**config.mk**
```make
export PLATFORM = sky130hd
export DESIGN_NAME = demosaic_mul_arbiter
export DESIGN_NICKNAME = d
export VERILOG_FILES = /design/src/rtl/demosaic_mul_arbiter.sv
export SDC_FILE = /design/constraint.sdc
export NUM_CORES = 1
export LEC_CHECK = 0
export BUFFER_PORTS_ARGS = -buffer_cell sky130_fd_sc_hd__buf_2
export CORE_MARGIN = 2
export CORE_UTILIZATION = 60
export CTS_CLUSTER_SIZE = 24
export DETAILED_ROUTE_END_ITERATION = 12
export PLACE_DENSITY = 0.87
export SYNTH_ARGS = -nofsm -noshare
export SYNTH_HDL_FRONTEND = slang
export SYNTH_SLANG_ARGS = --single-unit
```
**constraint.sdc**
```tcl
create_clock -name ap_clk -period 8.8 [get_ports ap_clk]
set_clock_uncertainty 0.2 [all_clocks]
set_input_delay 1.76 -clock ap_clk [delete_from_list [all_inputs] [get_ports ap_clk]]
set_output_delay 1.76 -clock ap_clk [all_outputs]
set_load 0.05 [all_outputs]
```
**src/rtl/demosaic_mul_arbiter.sv**
```systemverilog
`default_nettype none
// ============================================================================
// Module   : demosaic_mul_arbiter
// Purpose  : Shares one unsigned A_WIDTH x B_WIDTH multiplier between NUM_REQ
//            requesters (the R/G/B gain-scaling paths of the demosaic core).
//            Requests are granted round-robin, the operands and the product
//            are registered in a 2-stage pipeline, and each product returns on
//            a single response channel tagged with the requester index.
// Ports    : ap_clk     - clock, rising edge
//            ap_rst_n   - asynchronous active-low reset
//            req_valid  - per-requester request valid
//            req_ready  - per-requester accept (one-hot or zero)
//            req_a      - packed operand A, requester i at [i*A_WIDTH +: A_WIDTH]
//            req_b      - packed operand B, same packing
//            rsp_valid  - response valid
//            rsp_ready  - downstream accept
//            rsp_p      - (a*b) mod 2^P_WIDTH
//            rsp_id     - index of the requester that issued the product
//            busy       - either pipeline stage holds valid data
// Revision : 1.0 - initial release
// ============================================================================
module demosaic_mul_arbiter #(
    parameter int NUM_REQ  = 3,
    parameter int ID_WIDTH = 2,
    parameter int A_WIDTH  = 20,
    parameter int B_WIDTH  = 8,
    parameter int P_WIDTH  = 27
) (
    input  logic                         ap_clk,
    input  logic                         ap_rst_n,
    input  logic [NUM_REQ-1:0]           req_valid,
    output logic [NUM_REQ-1:0]           req_ready,
    input  logic [NUM_REQ*A_WIDTH-1:0]   req_a,
    input  logic [NUM_REQ*B_WIDTH-1:0]   req_b,
    output logic                         rsp_valid,
    input  logic                         rsp_ready,
    output logic [P_WIDTH-1:0]           rsp_p,
    output logic [ID_WIDTH-1:0]          rsp_id,
    output logic                         busy
);

    // Requester slots are padded to a power of two so a grant index of
    // exactly ID_WIDTH bits can address them without width adaptation.
    localparam int                  c_slots   = 1 << ID_WIDTH;
    localparam int                  c_prod_w  = A_WIDTH + B_WIDTH;
    localparam logic [ID_WIDTH:0]   c_num_req = (ID_WIDTH+1)'(NUM_REQ);
    localparam logic [ID_WIDTH-1:0] c_ptr_rst = ID_WIDTH'(NUM_REQ - 1);

    // Operand stage
    logic                r_s1_valid;
    logic [A_WIDTH-1:0]  r_s1_a;
    logic [B_WIDTH-1:0]  r_s1_b;
    logic [ID_WIDTH-1:0] r_s1_id;
    // Product stage
    logic                r_s2_valid;
    logic [P_WIDTH-1:0]  r_s2_p;
    logic [ID_WIDTH-1:0] r_s2_id;
    // Last granted requester
    logic [ID_WIDTH-1:0] r_rr_ptr;

    logic [c_slots-1:0]  w_valid_pad;
    logic [A_WIDTH-1:0]  w_a_arr [c_slots];
    logic [B_WIDTH-1:0]  w_b_arr [c_slots];
    logic                w_adv1;
    logic                w_adv2;
    logic                w_found;
    logic [ID_WIDTH-1:0] w_grant;
    logic [ID_WIDTH:0]   w_cand;
    logic                w_xfer;
    logic [P_WIDTH-1:0]  w_prod;

    // ------------------------------------------------------------------
    // Unpack the request bus into per-slot views; unused slots read 0.
    // ------------------------------------------------------------------
    generate
        for (genvar i = 0; i < c_slots; i++) begin : g_slot
            if (i < NUM_REQ) begin : g_used
                assign w_valid_pad[i] = req_valid[i];
                assign w_a_arr[i]     = req_a[i*A_WIDTH +: A_WIDTH];
                assign w_b_arr[i]     = req_b[i*B_WIDTH +: B_WIDTH];
            end else begin : g_unused
                assign w_valid_pad[i] = 1'b0;
                assign w_a_arr[i]     = '0;
                assign w_b_arr[i]     = '0;
            end
        end
    endgenerate

    // ------------------------------------------------------------------
    // Flow control: a stage may take new data when it is empty or when the
    // stage after it is emptying this cycle.
    // ------------------------------------------------------------------
    assign w_adv2 = !r_s2_valid || rsp_ready;
    assign w_adv1 = !r_s1_valid || w_adv2;

    // ------------------------------------------------------------------
    // Round-robin search starting just after the last granted requester.
    // The candidate index is kept one bit wider so the wrap is a single
    // conditional subtract (pointer + offset never exceeds 2*NUM_REQ-1).
    // ------------------------------------------------------------------
    always_comb begin
        w_found = 1'b0;
        w_grant = '0;
        w_cand  = '0;
        for (int k = 1; k <= NUM_REQ; k++) begin
            w_cand = {1'b0, r_rr_ptr} + (ID_WIDTH+1)'(k);
            if (w_cand >= c_num_req) begin
                w_cand = w_cand - c_num_req;
            end
            if (!w_found && w_valid_pad[w_cand[ID_WIDTH-1:0]]) begin
                w_found = 1'b1;
                w_grant = w_cand[ID_WIDTH-1:0];
            end
        end
    end

    assign w_xfer = w_found && w_adv1;

    // Ready is held low while reset is asserted, even if a requester is
    // already presenting valid.
    generate
        for (genvar i = 0; i < NUM_REQ; i++) begin : g_ready
            assign req_ready[i] = ap_rst_n && w_xfer && (w_grant == ID_WIDTH'(i));
        end
    endgenerate

    // Operands are widened to the full product width before multiplying so
    // no product bit is lost ahead of the deliberate truncation.
    assign w_prod = P_WIDTH'(c_prod_w'(r_s1_a) * c_prod_w'(r_s1_b));

    // ------------------------------------------------------------------
    // Pipeline registers and arbitration pointer
    // ------------------------------------------------------------------
    always_ff @(posedge ap_clk or negedge ap_rst_n) begin
        if (!ap_rst_n) begin
            r_s1_valid <= 1'b0;
            r_s1_a     <= '0;
            r_s1_b     <= '0;
            r_s1_id    <= '0;
            r_s2_valid <= 1'b0;
            r_s2_p     <= '0;
            r_s2_id    <= '0;
            r_rr_ptr   <= c_ptr_rst;
        end else begin
            if (w_adv1) begin
                r_s1_valid <= w_xfer;
                if (w_xfer) begin
                    r_s1_a  <= w_a_arr[w_grant];
                    r_s1_b  <= w_b_arr[w_grant];
                    r_s1_id <= w_grant;
                end
            end
            // The pointer only moves on an accepted transfer so an idle
            // cycle does not disturb the rotation.
            if (w_xfer) begin
                r_rr_ptr <= w_grant;
            end
            if (w_adv2) begin
                r_s2_valid <= r_s1_valid;
                if (r_s1_valid) begin
                    r_s2_p  <= w_prod;
                    r_s2_id <= r_s1_id;
                end
            end
        end
    end

    assign rsp_valid = r_s2_valid;
    assign rsp_p     = r_s2_p;
    assign rsp_id    = r_s2_id;
    assign busy      = r_s1_valid || r_s2_valid;

endmodule
`default_nettype wire

```
==> metrics, run 1 <==
status=complete, no violations; Slew @ Worst Pin=between 1 and 1.5 ns; initial antenna violation count=0; Max FO, Critical Path=31; most common cell after layout, fill and taps aside=nand2_1; Clock Pin Slew Worst Setup and Hold Paths=0.05 ns; Core Rows=42; Area growth, synth to finish=11.91%; f_max=170.1 MHz; final std cells w/o fill=~1200; post-synth cell types=57; Final #Nets=1258; Setup-failing EPs final=0; Post-DP HPWL=approximately 14000 um; vias in the first global route=between 6000 and 7000; clock sink count=62; DR DRC count=0; post-synthesis sequential area ratio=a little under 20%; Die ar.=14260 sq um; Critical Path Sink Type=primary output; # IOs=~120; final period demand of the worst path=between 5 and 6 ns; CTS tree=yes; register area=roughly 1600 sq um; Async S/R FF share, synth=100.0%; Congestion Overflow GR=0; Initial DRC Count=469; post-CTS setup buffers=0; worst r2r path cells=15; worst-path cell chain=buf_2 > o21ai_0 > o21ai_0 > a221oi_4 > nor3_2 > buf_4 > and3_1 > buf_2; Clk Latency, worst-skew pair=between 0.3 and 0.4 ns; Fillers=~1100; Final GP Congestion=between 0.9 and 1; Crit path largest cell delay=0.98 ns; # diodes=0; Reg-to-Reg Start=r_s1_b[2]; total track usage=about 28%; synth warn=0; max-slew violation total from the final report=0; share of the cycle needed by the critical path after routing=between 60% and 70%; first-pass GRT wire length=between 30000 and 40000 um; CTS resizes=0; Critical R2R Capture=rsp_p[22]; first drt pass iteration count=5; Post-Route WL=roughly 18000 um; Top FF cell, synth=dfrtp_1; Mapped Nets=between 1000 and 1500; sink of the worst hold path=rsp_p[2]; share of layout cells above drive strength 1=approximately 15%; hold buffer count at CTS=0; Yosys reg bits=just over 60; EDFF count, synth=0; clock root buffer=clkbuf_16; Multi-input gate area=about 5800 sq um; critical path class=in -> out; most frequent cells in the layout=nand2_1, buf_2, inv_1; RSZ-0062 raised after global routing=no; largest net degree at the start of global routing=66; final worst slack=2.922 ns; max cap viols=0; post-synthesis cell count=933; Initial Utilization=60.85%; Min-Delay Path Class=reg -> reg; required time worst endpoint=approximately 6.8 ns; routed len/inst=15.45 um; slowest CP cell=a221oi_4; Synth Area per Inst=8.568 sq um; Worst Min Path Start=rsp_p[2]; die height=between 100 and 150 um; TritonCTS buffer count=9; via count=slightly below 7000; post-route ant nets=0; final hold vios=0; via/cell ratio=5.643; worst slack, placed=between 2 and 3 ns; r2r setup slk=roughly 3.3 ns; CTS Buffer Depth=2; Relative slew margins=between 20% and 30%; WHS Path Cells=2; H-tree level count=3; port bufs=123; Die W=119.4 um; startpoint types=primary input; WP data arrival=~4 ns; setup TNS=0 ns; Core ar.=13140 sq um; dpl cells=1177; final core occ=between 60% and 70%; Cell Area, Synth=about 8000 sq um
## cell families (layout without fill, tap and decap cells)
group           count (synthesis)  in the layout  synth area share, %
flops                          62             62                19.42
fa+ha+maj                     156            156                34.47
compound gates                173            173                14.20
buf+inv                       179            262                8.796
simple gates                  344            344                20.96
mux                             3              3               0.4069
xor+xnor                       16             16                1.753
## sequential cells by signal (all words and copies together) (netlist names)
register and count:
r_s1_id 2, rsp_valid 1, rsp_id 2, rsp_p 27, r_rr_ptr 1, r_s1_a 20
r_s1_valid 1, r_s1_b 8
## through the flow
stage | hold slack [ns] | instance area [sq um]
detailed placement | 0.2571 | 8637
finish | 0.2662 | 8946
floorplan | 0.2323 | 7994
global route | 0.2937 | 8946
global placement | 0.2479 | 8637
CTS | 0.2698 | 8946
## critical path, delay by kind of cell
kind | cells | cell delay [ns]
AOI/OAI and AO/OA | 3 | 1.29
buffers and inverters | 3 | 0.60
and+or+nand+nor | 2 | 0.26
## layout make-up
type / instances / area share [%]
Sequential cell: 62 / 17.36
Clock buffer: 12 / 2.979
Inverter: 120 / 5.035
Timing Repair Buffer: 127 / 7.217
Clock inverter: 3 / 0.4755
Multi-Input combinational cell: 692 / 64.48
Tap cell: 176 / 2.462
## synth_stat cells, types with 2 or more instances
| cell | count | share of area [%] |
|---|---|---|
| a2111oi_0 | 2 | 0.22 |
| a211o_1 | 2 | 0.22 |
| a211oi_1 | 3 | 0.28 |
| a21o_1 | 16 | 1.5 |
| a21oi_1 | 27 | 1.7 |
| a22oi_1 | 30 | 2.8 |
| a31oi_1 | 31 | 2.4 |
| and2_1 | 112 | 8.8 |
| and3_1 | 5 | 0.39 |
| and4_1 | 2 | 0.22 |
| buf_1 | 3 | 0.14 |
| buf_2 | 6 | 0.38 |
| clkbuf_1 | 46 | 2.2 |
| dfrtp_1 | 61 | 19 |
| fa_1 | 107 | 27 |
| ha_1 | 49 | 7.7 |
| inv_1 | 120 | 5.6 |
| nand2_1 | 138 | 6.5 |
| nand2b_1 | 4 | 0.31 |
| nand3_1 | 15 | 0.94 |
| nand4_1 | 9 | 0.70 |
| nor2_1 | 46 | 2.2 |
| nor2b_1 | 2 | 0.16 |
| nor3_1 | 5 | 0.31 |
| o211ai_1 | 5 | 0.47 |
| o21a_1 | 5 | 0.47 |
| o21ai_0 | 34 | 2.1 |
| o21bai_1 | 2 | 0.19 |
| o311ai_0 | 2 | 0.22 |
| o31ai_1 | 2 | 0.19 |
| or2_2 | 2 | 0.16 |
| xnor2_1 | 9 | 0.99 |
| xor2_1 | 7 | 0.77 |
## metal layers
| metal | GRT usage, % | wire length [um] | vias up | share of wire, % |
|---|---|---|---|---|
| li1 | - | - | 3175 | - |
| met1 | 34.22 | 7126 | 3331 | 39 |
| met2 | 49.03 | 10190 | 199 | 55 |
| met3 | 4.454 | 853 | 21 | 4.6 |
| met4 | 9.044 | 257 | 0 | 1.4 |
| met5 | 0 | 0 | - | 0 |
## how the worst max path moves through the flow
stage / startpoint / endpoint / depth (start not counted)
2_1_floorplan: req_valid[0] / req_ready[1] / 7
3_3_place_gp: req_valid[0] / req_ready[0] / 8
3_5_place_dp: req_valid[0] / req_ready[0] / 8
4_1_cts: req_valid[0] / req_ready[0] / 8
5_1_grt: req_valid[0] / req_ready[0] / 8
6_report: req_valid[0] / req_ready[0] / 8
Power of run 1 is left out: the tool's default activity adds up to more than one toggle a clock period on the data nets, which glitch-free logic cannot reach.
==> run 2: changes to the inputs <==
CORE_UTILIZATION = 59   (was 60)
PLACE_DENSITY = 0.85   (was 0.87)
clock period = 5.72 ns   (was 8.8 ns; I/O delays follow)
==> run 2 against run 1 <==
- utilization shrank 0.74 points
- sequential share of layout area grew 0.051 points
- critical path depth grew 7
- non-clock buffer count grew 1
- largest cell class unchanged
==> metrics, run 2 (synthesized netlist as in run 1, its figures left out) <==
Initial DRC Count=482 (was 469); CP most frequent cell=fa_1; max cap viols=0 (unchanged); vias in the first global route=6792 (was 6790); CTS resizes=0 (unchanged); slowest CP cell=dfrtp_1 (was a221oi_4); share of layout cells above drive strength 1=15.03% (was 14.86%); most common cell after layout, fill and taps aside=nand2_1 (unchanged); most frequent cells in the layout=nand2_1, buf_2, inv_1 (unchanged); largest net degree at the start of global routing=57 (was 66); Final GP Congestion=0.8933 (was 0.9199); Post-DP HPWL=14940 um (was 13900 um); Setup-failing EPs final=0 (unchanged); Relative slew margins=47.56% (was 22.39%); setup TNS=0 ns (unchanged); # IOs=124 (unchanged); worst r2r path cells=15 (unchanged); share of the cycle needed by the critical path after routing=between 90% and 100%; routed len/inst=15.96 um (was 15.45 um); Critical Path Sink Type=flip-flop (was primary output); Max FO, Critical Path=21 (was 31); first-pass GRT wire length=32240 um (was 31610 um); Slew @ Worst Pin=0.7783 ns (was 1.164 ns); Crit. Startpoint=r_s1_b[2] (was req_valid[0]); WP buf/inv=3 (unchanged); final hold vios=0 (unchanged); Post-Route WL=19060 um (was 18420 um); first drt pass iteration count=5 (unchanged); final core occ=67.36% (was 68.10%); hold buffer count at CTS=0 (unchanged); max-slew violation total from the final report=0 (unchanged); post-route ant nets=0 (unchanged); Min-Delay Path Class=reg -> reg (unchanged); status=complete, no violations (unchanged); post-CTS setup buffers=0 (unchanged); Largest register FFs=27 (unchanged); Initial Utilization=60.36% (was 60.85%); Clk Latency, worst-skew pair=0.35 ns (was 0.34 ns); startpoint types=flip-flop (was primary input); Reg-to-Reg Start=r_s1_b[2] (unchanged); Clock Pin Slew Worst Setup and Hold Paths=0.06 ns (was 0.05 ns); H-tree level count=3 (unchanged); r2r setup slk=0.37 ns (was 3.29 ns); final period demand of the worst path=5.348 ns; Core Rows=42 (unchanged); last element of the critical path=rsp_p[22] (was req_ready[0]); critical path class=reg -> reg (was in -> out); Crit. path cell count=15 (was 8); worst-path cell chain=nand2_1 > fa_1 > fa_1 > inv_1 > fa_1 > inv_1 > fa_1 > inv_1 > ha_1 > o211ai_1 > a2111oi_0 > o31ai_1 > a31oi_1 > mux2i_1 > o311ai_0 (was buf_2 > o21ai_0 > o21ai_0 > a221oi_4 > nor3_2 > buf_4 > and3_1 > buf_2); Die W=120.4 um (was 119.4 um); required time worst endpoint=5.72 ns (was 6.84 ns); initial antenna violation count=0 (unchanged); die height=120.4 um (was 119.4 um); RSZ-0062 raised after global routing=no (unchanged); CP delay by family, top=adder cells (was compound AO/OA/AOI/OAI gates); Final #Nets=1259 (was 1258); DP Area=8645 sq um (was 8637 sq um); Fillers=1106 (was 1067); Finished Cell Area=8920 sq um (was 8946 sq um); via count=6815 (was 6726); f_max=187.0 MHz; clock sink count=62 (unchanged); Core ar.=13240 sq um (was 13140 sq um); DR DRC count=0 (unchanged); CTS tree=yes (unchanged); port bufs=123 (unchanged); via/cell ratio=5.708 (was 5.643); # diodes=0 (unchanged); clock root buffer=clkbuf_16 (unchanged); Critical R2R Capture=rsp_p[22] (unchanged); Crit path largest cell delay=0.76 ns (was 0.98 ns); WP data arrival=5.35 ns (was 3.92 ns); Area growth, synth to finish=11.58% (was 11.91%); TritonCTS buffer count=9 (unchanged); Congestion Overflow GR=0 (unchanged); CTS Buffer Depth=2 (unchanged); total track usage=28.02% (was 27.53%); Die ar.=14500 sq um (was 14260 sq um)
## run 2: cell types whose count changed in the layout (fill, tap and decap cells not counted), sizes merged
cell      previous run  this run
clkinvlp             1         3
inv                120       121
bufinv               1         0
buf                127       128
clkbuf              12         9
clkinv               1         3
## run 2: layout make-up
type	count	area, sq um	area share, %
tap	176	220.2	2.469
clock inverter	7	50.05	0.5611
sequential	62	1553	17.41
inverter	120	450.4	5.050
multi-input combinational	692	5768	64.67
timing repair buffer	128	653.1	7.322
clock buffer	9	225.2	2.525
## run 2: stage by stage
| step | hold slack [ns] | setup slack, ns | std cells |
|---|---|---|---|
| after floorplan | 0.2323 | 0.9781 | 933 |
| after global placement | 0.2447 | 0.6016 | 1178 |
| after detailed placement | 0.2545 | 0.4225 | 1178 |
| after CTS | 0.2671 | 0.3874 | 1194 |
| after global routing | 0.2786 | 0.06486 | 1194 |
| final | 0.2625 | 0.3717 | 1194 |
## run 2: worst min-delay path by stage
stage	start	end	slack [ns]	cells after the start
final	rsp_p[0]	rsp_p[0]	0.26	2
after global placement	r_s1_id[1]	rsp_id[1]	0.24	2
after floorplan	r_s1_id[1]	rsp_id[1]	0.23	2
after global routing	rsp_p[2]	rsp_p[2]	0.28	2
after CTS	rsp_p[0]	rsp_p[0]	0.27	2
after detailed placement	rsp_p[0]	rsp_p[0]	0.25	2
## run 2: worst register-to-register path: cells and delay by family (launching register included)
family	cells	cell delay, ns
mux	1	0.19
buf+inv	3	0.16
fa+ha+maj	5	2.51
compound gates	5	1.22
flops	1	0.76
simple gates	1	0.18
## run 2: metal layers
metal,vias to the layer above,routed length [um],global-route usage (%)
li1,3183,-,-
met1,3376,7136,34.09
met2,205,10480,49.40
met3,51,861,4.670
met4,0,580,11.48
met5,-,0,0
Power of run 2 is left out for the same reason.
